**config.mk**
```make
export PLATFORM = sky130hd
export DESIGN_NAME = cmp_branch_resolver
export DESIGN_NICKNAME = d
export VERILOG_FILES = /design/src/rtl/cmp_branch_resolver.sv
export SDC_FILE = /design/constraint.sdc
export NUM_CORES = 1
export LEC_CHECK = 0
export ABC_AREA = 1
export CORE_MARGIN = 10
export CORE_UTILIZATION = 38
export DETAILED_ROUTE_END_ITERATION = 8
export PLACE_DENSITY_LB_ADDON = 0.1
export SYNTH_ARGS = -nofsm -noshare
export SYNTH_HDL_FRONTEND = slang
export SYNTH_SLANG_ARGS = --single-unit
```
**constraint.sdc**
```tcl
create_clock -name clk -period 1.4 [get_ports clk]
set_input_delay 0.21 -clock clk [delete_from_list [all_inputs] [get_ports clk]]
set_output_delay 0.21 -clock clk [all_outputs]
set_load 0.05 [all_outputs]
```
**src/rtl/cmp_branch_resolver.sv**
```systemverilog
// Request-side sequencer for a registered 32-bit comparator: one branch condition in flight.
// Optional flag-consistency checking is compiled in with `define CMP_FLAG_CHECK_EN.
//
// state | meaning
// ------+--------------------------------------------------------------
// IDLE  | ready for a request; comparator operands hold last values
// WAIT  | counting down comparator latency; flags sampled when count is 0
// RESP  | result presented on rsp_*; held until rsp_ready
module cmp_branch_resolver #(
  parameter int unsigned CMP_LATENCY = 1
) (
  input  logic        clk,
  input  logic        resetn,
  input  logic        req_valid,
  output logic        req_ready,
  input  logic [2:0]  req_cond,
  input  logic [31:0] req_a,
  input  logic [31:0] req_b,
  input  logic [3:0]  req_tag,
  output logic        cmp_sign,
  output logic [31:0] cmp_op1,
  output logic [31:0] cmp_op2,
  input  logic        cmp_eq,
  input  logic        cmp_neq,
  input  logic        cmp_grt,
  input  logic        cmp_lss,
  output logic        rsp_valid,
  input  logic        rsp_ready,
  output logic        rsp_taken,
  output logic [3:0]  rsp_tag,
  output logic        rsp_err
);

  localparam int unsigned   CW       = $clog2(CMP_LATENCY + 1);
  localparam logic [CW-1:0] LAT_INIT = CW'(CMP_LATENCY);

  localparam logic [2:0] CC_EQ  = 3'b000;
  localparam logic [2:0] CC_NE  = 3'b001;
  localparam logic [2:0] CC_LT  = 3'b100;
  localparam logic [2:0] CC_GE  = 3'b101;
  localparam logic [2:0] CC_LTU = 3'b110;
  localparam logic [2:0] CC_GEU = 3'b111;

  typedef enum logic [1:0] {
    S_IDLE = 2'd0,
    S_WAIT = 2'd1,
    S_RESP = 2'd2
  } state_e;

  state_e        state_q, state_d;
  logic [CW-1:0] cnt_q, cnt_d;
  logic [31:0]   op1_q, op1_d;
  logic [31:0]   op2_q, op2_d;
  logic          sign_q, sign_d;
  logic [2:0]    cond_q, cond_d;
  logic [3:0]    tag_q, tag_d;
  logic          taken_q, taken_d;
  logic          err_q, err_d;

  logic          cond_legal;
  logic          taken_raw;
  logic          flags_ok;

  // Decode uses the condition captured at acceptance, not the live request bus.
  always_comb begin
    cond_legal = 1'b1;
    taken_raw  = 1'b0;
    case (cond_q)
      CC_EQ:          taken_raw = cmp_eq;
      CC_NE:          taken_raw = cmp_neq;
      CC_LT, CC_LTU:  taken_raw = cmp_lss;
      CC_GE, CC_GEU:  taken_raw = cmp_grt | cmp_eq;
      default:        cond_legal = 1'b0;
    endcase
  end

`ifdef CMP_FLAG_CHECK_EN
  assign flags_ok = (({cmp_eq, cmp_grt, cmp_lss} == 3'b100) ||
                     ({cmp_eq, cmp_grt, cmp_lss} == 3'b010) ||
                     ({cmp_eq, cmp_grt, cmp_lss} == 3'b001)) &&
                    (cmp_neq == ~cmp_eq);
`else
  assign flags_ok = 1'b1;
`endif

  always_comb begin
    state_d = state_q;
    cnt_d   = cnt_q;
    op1_d   = op1_q;
    op2_d   = op2_q;
    sign_d  = sign_q;
    cond_d  = cond_q;
    tag_d   = tag_q;
    taken_d = taken_q;
    err_d   = err_q;

    case (state_q)
      S_IDLE: begin
        if (req_valid) begin
          state_d = S_WAIT;
          cnt_d   = LAT_INIT;
          op1_d   = req_a;
          op2_d   = req_b;
          sign_d  = (req_cond[2:1] == 2'b10);
          cond_d  = req_cond;
          tag_d   = req_tag;
        end
      end
      S_WAIT: begin
        if (cnt_q != '0) begin
          cnt_d = cnt_q - CW'(1);
        end else begin
          state_d = S_RESP;
          taken_d = taken_raw & cond_legal & flags_ok;
          err_d   = ~cond_legal | ~flags_ok;
        end
      end
      S_RESP: begin
        if (rsp_ready) begin
          state_d = S_IDLE;
        end
      end
      default: begin
        state_d = S_IDLE;
      end
    endcase
  end

  always_ff @(posedge clk) begin
    if (!resetn) begin
      state_q <= S_IDLE;
      cnt_q   <= '0;
      op1_q   <= '0;
      op2_q   <= '0;
      sign_q  <= 1'b0;
      cond_q  <= '0;
      tag_q   <= '0;
      taken_q <= 1'b0;
      err_q   <= 1'b0;
    end else begin
      state_q <= state_d;
      cnt_q   <= cnt_d;
      op1_q   <= op1_d;
      op2_q   <= op2_d;
      sign_q  <= sign_d;
      cond_q  <= cond_d;
      tag_q   <= tag_d;
      taken_q <= taken_d;
      err_q   <= err_d;
    end
  end

  assign req_ready = (state_q == S_IDLE);
  assign rsp_valid = (state_q == S_RESP);
  assign cmp_op1   = op1_q;
  assign cmp_op2   = op2_q;
  assign cmp_sign  = sign_q;
  assign rsp_taken = taken_q;
  assign rsp_tag   = tag_q;
  assign rsp_err   = err_q;

endmodule
```
======== Word-level counts from Yosys, hierarchy flattened ========
Cells that the tools add are included.
storage, ports and cells
  output and inout port bits .............. 73
  input bits .............................. 79
  logic and storage cells ................. 44
  bits in registers ....................... 77
cells by class
  add/sub/neg operators ................... 1
  reductions and logical operators ........ 10
  multiplexer cells ....................... 9
  bitwise operators ....................... 4
  equal/unequal tests ..................... 11
operators by type and width
  cell                                                    number
  == test 3 bit (second input constant)                   4
  2-to-1 mux 2 bit                                        3
  case mux 2 bit (3 select lines)                         1
  AND reduction 2 bit                                     3
  OR reduction 6 bit                                      1
  == test 2 bit (second input constant)                   2
  inequality test 2 bit (second input constant)           2
  case mux 1 bit (4 select lines)                         1
  OR reduction 2 bit                                      2
  == test 3 x 1 -> 1 bit (second input constant)          1
  logical NOT 3 bit                                       1
  2-to-1 mux 1 bit                                        3
  AND reduction 3 bit                                     1
  == test 2 x 1 -> 1 bit (second input constant)          1
  logical NOT 2 bit                                       1
  inequality test 2 x 1 -> 1 bit (second input constant)  1
  NOT 1 bit                                               2
  case mux 1 bit (2 select lines)                         1
  nonzero test 2 bit                                      1
  AND 1 bit                                               1
  OR 1 bit                                                1
  subtractor 1 bit (second input constant)                1

======== Depth between registers and ports, before layout ========
  word-level depth ........................ 4
  depth in mapped cells ................... 6
  mapped depth without buffers ............ 6

======== Least setup slack after synthesis ========
No wires, ideal clock.
  kind .................................... reg-to-reg
  from .................................... register state_q[1]
  to ...................................... register state_q[1]
  setup time .............................. 0.070 ns
  path buffers ............................ 0
  cell stages (with the launch flop) ...... 5
  required time ........................... 1.330 ns
  clock period less this slack ............ 1.407 ns
  path slack .............................. -0.007 ns
  arrival ................................. 1.337 ns
  cell sequence ........................... dfxtp_1 -> inv_1 -> nor2_1 -> nand2_1 -> a21oi_1
between the ends
  longest elaborated chain between the ends .. 3
  elaborated cells between the ends (all ways) .. 8
  those cells by class .................... eq/ne (5); mux (1); reduce/logical (2)
RTL lines
  element                                   RTL line  RTL
  from (decl)                               50        state_e state_q, state_d;
  from (signal assigned)                    141       state_q <= state_d;
  == test 2 bit (*)                         n/a
  named net rsp_valid                       27        output logic rsp_valid,
  inequality test 2 x 1 -> 1 bit (no line)  n/a
  AND reduction 3 bit (no line)             n/a
The timed path passes the listed nets; every way through them passes the cells marked *.
A chain may end at the register's enable or synchronous reset.

======== Worst setup path in the final report ========
  from .................................... register state_q[1]
  to ...................................... output port rsp_valid
between the ends
  longest elaborated chain between the ends .. 1
RTL lines
  element        RTL line  RTL
  == test 2 bit  154       assign rsp_valid = (state_q == S_RESP);
  to (decl)      27
Every way passes these cells.

==> out/metrics.yaml <==
outcome: "finished clean"
critPathArrivalTime_ns: 1.07
post-route-util_pct: 73.86
core_mm2: 0.007176
finalClockSkew_ns: 0.01018
wirelength_mm: 8.915
seq_area_frac_synth_pct: 55.45
drt_iter0_drc: 75
setup_ws_ns: 0.1174
hp-start: "resetn"
worstHoldPathType: "in2reg"
routabilityCongestion: 0.7820
power_leakage_nw: 2.179
postSynthAreaPerCell_um2: 7.898
grt_usage_pct: 15.59
num_antenna_cells: 0
cts_buffers: 9
final_cells: 604
cp_max_fo: 4
io_buffer_count: 151
powerDensity_mw_per_mm2: 1227
grt_setup_unrepaired: "false"
die_area_mm2: 0.01114
cts_max_level: 3
end_kind: "output port"
io_pins: 152
postRouteAntennaNets: 0
start_kind: "flop"
grt-ovfl-total: 0
syn-cell-area_mm2: 0.002780
rr_startpoint: "state_q[1]$_SDFFE_PN0P_"
synth.distinct_cells: 21
initial_core_util_pct: 38.74
critPathMaxStageDelay_ns: 0.38
p_switching_mw: 2.124
cts.sinks: 77
synthMuxAreaShare_pct: 0
hpwl_mm: 6.989
grt_pass1_vias: 2698
post_cts_resized: 0
dr.pass1.iters: 4
whs_ns: 0.3742
power_switching_share_pct: 32.66
worst_pin_slew_ns: 0.2793
cp_num_buf_inv: 2
die_h_um: 105.5
syn_nets: 431
tritoncts: "yes"
synth_compound_area_share_pct: 14.67
cp-startpoint: "state_q[1]$_SDFFE_PN0P_"
post_drt_wl_per_cell_um: 14.76
final_area_mm2: 0.005300
yosysWarnings: 0
power_frac_clock_pct: 25.1
r2r_setup_slack_ns: 0.14
critPathKind: "reg2out"
fmax_mhz: 779.7
synth_xor_area_share_pct: 0
cts_root_buffer: "clkbuf_8"
antenna_found_initial: 0
p_int_mw: 4.380
place_area_mm2: 0.005106
slew_viol_final: 0
clock_latency_ns: 0.33
cp_top_family: "flip-flops"
synth_top_family_by_area: "simple AND/OR/NAND/NOR gates"
crit_chain: "inv_1 -> nor2_2 -> buf_12"
worstPathRequired_ns: 1.19
drive_gt1_share_pct: 21.19
die_w_um: 105.5
slew_headroom_pct: 81.38
vias_per_cell: 4.507
nFillCells: 525
grt_pass1_wl_mm: 14.03
comb_power_share_pct: 34.8
nNetsFinal: 579
tns_ns: 0
pre_cts_slack_ns: -0.05617
maxCapViolCount: 0
ys_ff_latch: 77
slowest_stage: "dfxtp_2"
synth_cells: 352
finalSetupViolCount: 0
drc: 0
synth-simple-area-share_pct: 22.77
clk_pin_slew_ns: 0.08
ir_worst_vdd_v: 0.0006932
vias: 2722
period_needed_ns: 1.283
synth-adder-area-share_pct: 0
cts_setup_buffers: 0
hold_viol_final: 0
seq_power_share_pct: 40.2
cts_buffer_depth: 2
grt_max_degree: 73
rows: 31
post-route-period-util_pct: 91.61
dp.cells: 588
syn_to_final_growth_pct: 90.64
hold_buffers: 0
finalPower_mw: 6.504
[layer usage]
layer / up-vias / share of wire, % / track usage (%)
met5: - / 0 / 0
met4: 0 / 1.9 / 6.867
met3: 10 / 9.3 / 7.004
met2: 90 / 49 / 26.09
met1: 1214 / 39 / 16.68
li1: 1408 / - / -
[worst register-to-register path, delay by kind of cell (launching register included)]
kind | cells | cell delay [ns]
AOI/OAI and AO/OA | 1 | 0.12
buffers and inverters | 2 | 0.35
DFF | 1 | 0.35
and+or+nand+nor | 3 | 0.33
[synth_stat cells (all sizes together)]
cell type | n | area share [%]
nand3 | 2 | 0.36
or2 | 1 | 0.23
o21ai | 71 | 13
clkinv | 1 | 0.18
clkbuf | 7 | 0.99
dfxtp | 77 | 55
nand3b | 1 | 0.27
a21oi | 9 | 1.9
inv | 10 | 1.4
nor2 | 142 | 19
nand2 | 15 | 2.5
buf | 16 | 4.6
[final cells by class]
cell class,instances,area (um2),share of cell area (%)
multi-input cells,241,1044,19.69
well taps,99,123.9,2.337
clock inverters,4,47.55,0.8971
repair buffers,160,2355,44.43
inverters,11,42.54,0.8026
clock buffers,12,145.1,2.738
flip-flops and latches,77,1543,29.11
[state kept, by name (all words and copies together) (netlist names)]
signal / count
cnt_q: 1
rsp_tag: 4
cmp_op1: 32
rsp_taken: 1
rsp_err: 1
cmp_op2: 32
cond_q: 3
state_q: 2
cmp_sign: 1
[power groups by stage]
stage               sequential (mW)  clock, mW  combinational, mW
floorplan                      3.22          0              0.478
global placement               2.65          0               2.26
detailed placement             2.67          0               2.28
CTS                            2.61       1.68               2.29
global route                   2.64       1.79               2.39
finish                         2.61       1.63               2.26
[worst paths after layout]
path                               to  cells after the start
max                         rsp_valid                      3
min          cmp_op1[29]$_SDFFE_PN0P_                      4
max reg2reg  cmp_op2[19]$_SDFFE_PN0P_                      6
min reg2reg      rsp_err$_SDFFE_PN0P_                      2
[logic make-up (layout without fill, tap and decap cells)]
kind of cell           count (synthesis)  after routing
DFF                                   77             77
buffers and inverters                 34            187
AOI/OAI and AO/OA                     80             80
and+or+nand+nor                      161            161
[layout by cell type, fill, tap and decap left out, drive strengths merged]
cell type        n
nor2           142
o21ai           71
bufinv           1
a21oi            9
nand3b           1
clkbuf          12
nand2           15
nand3            2
or2              1
dfxtp           77
inv             10
buf             83
clkinv           3
clkinvlp         1
clkdlybuf4s50   77
Power figures use the tool's default switching activity.
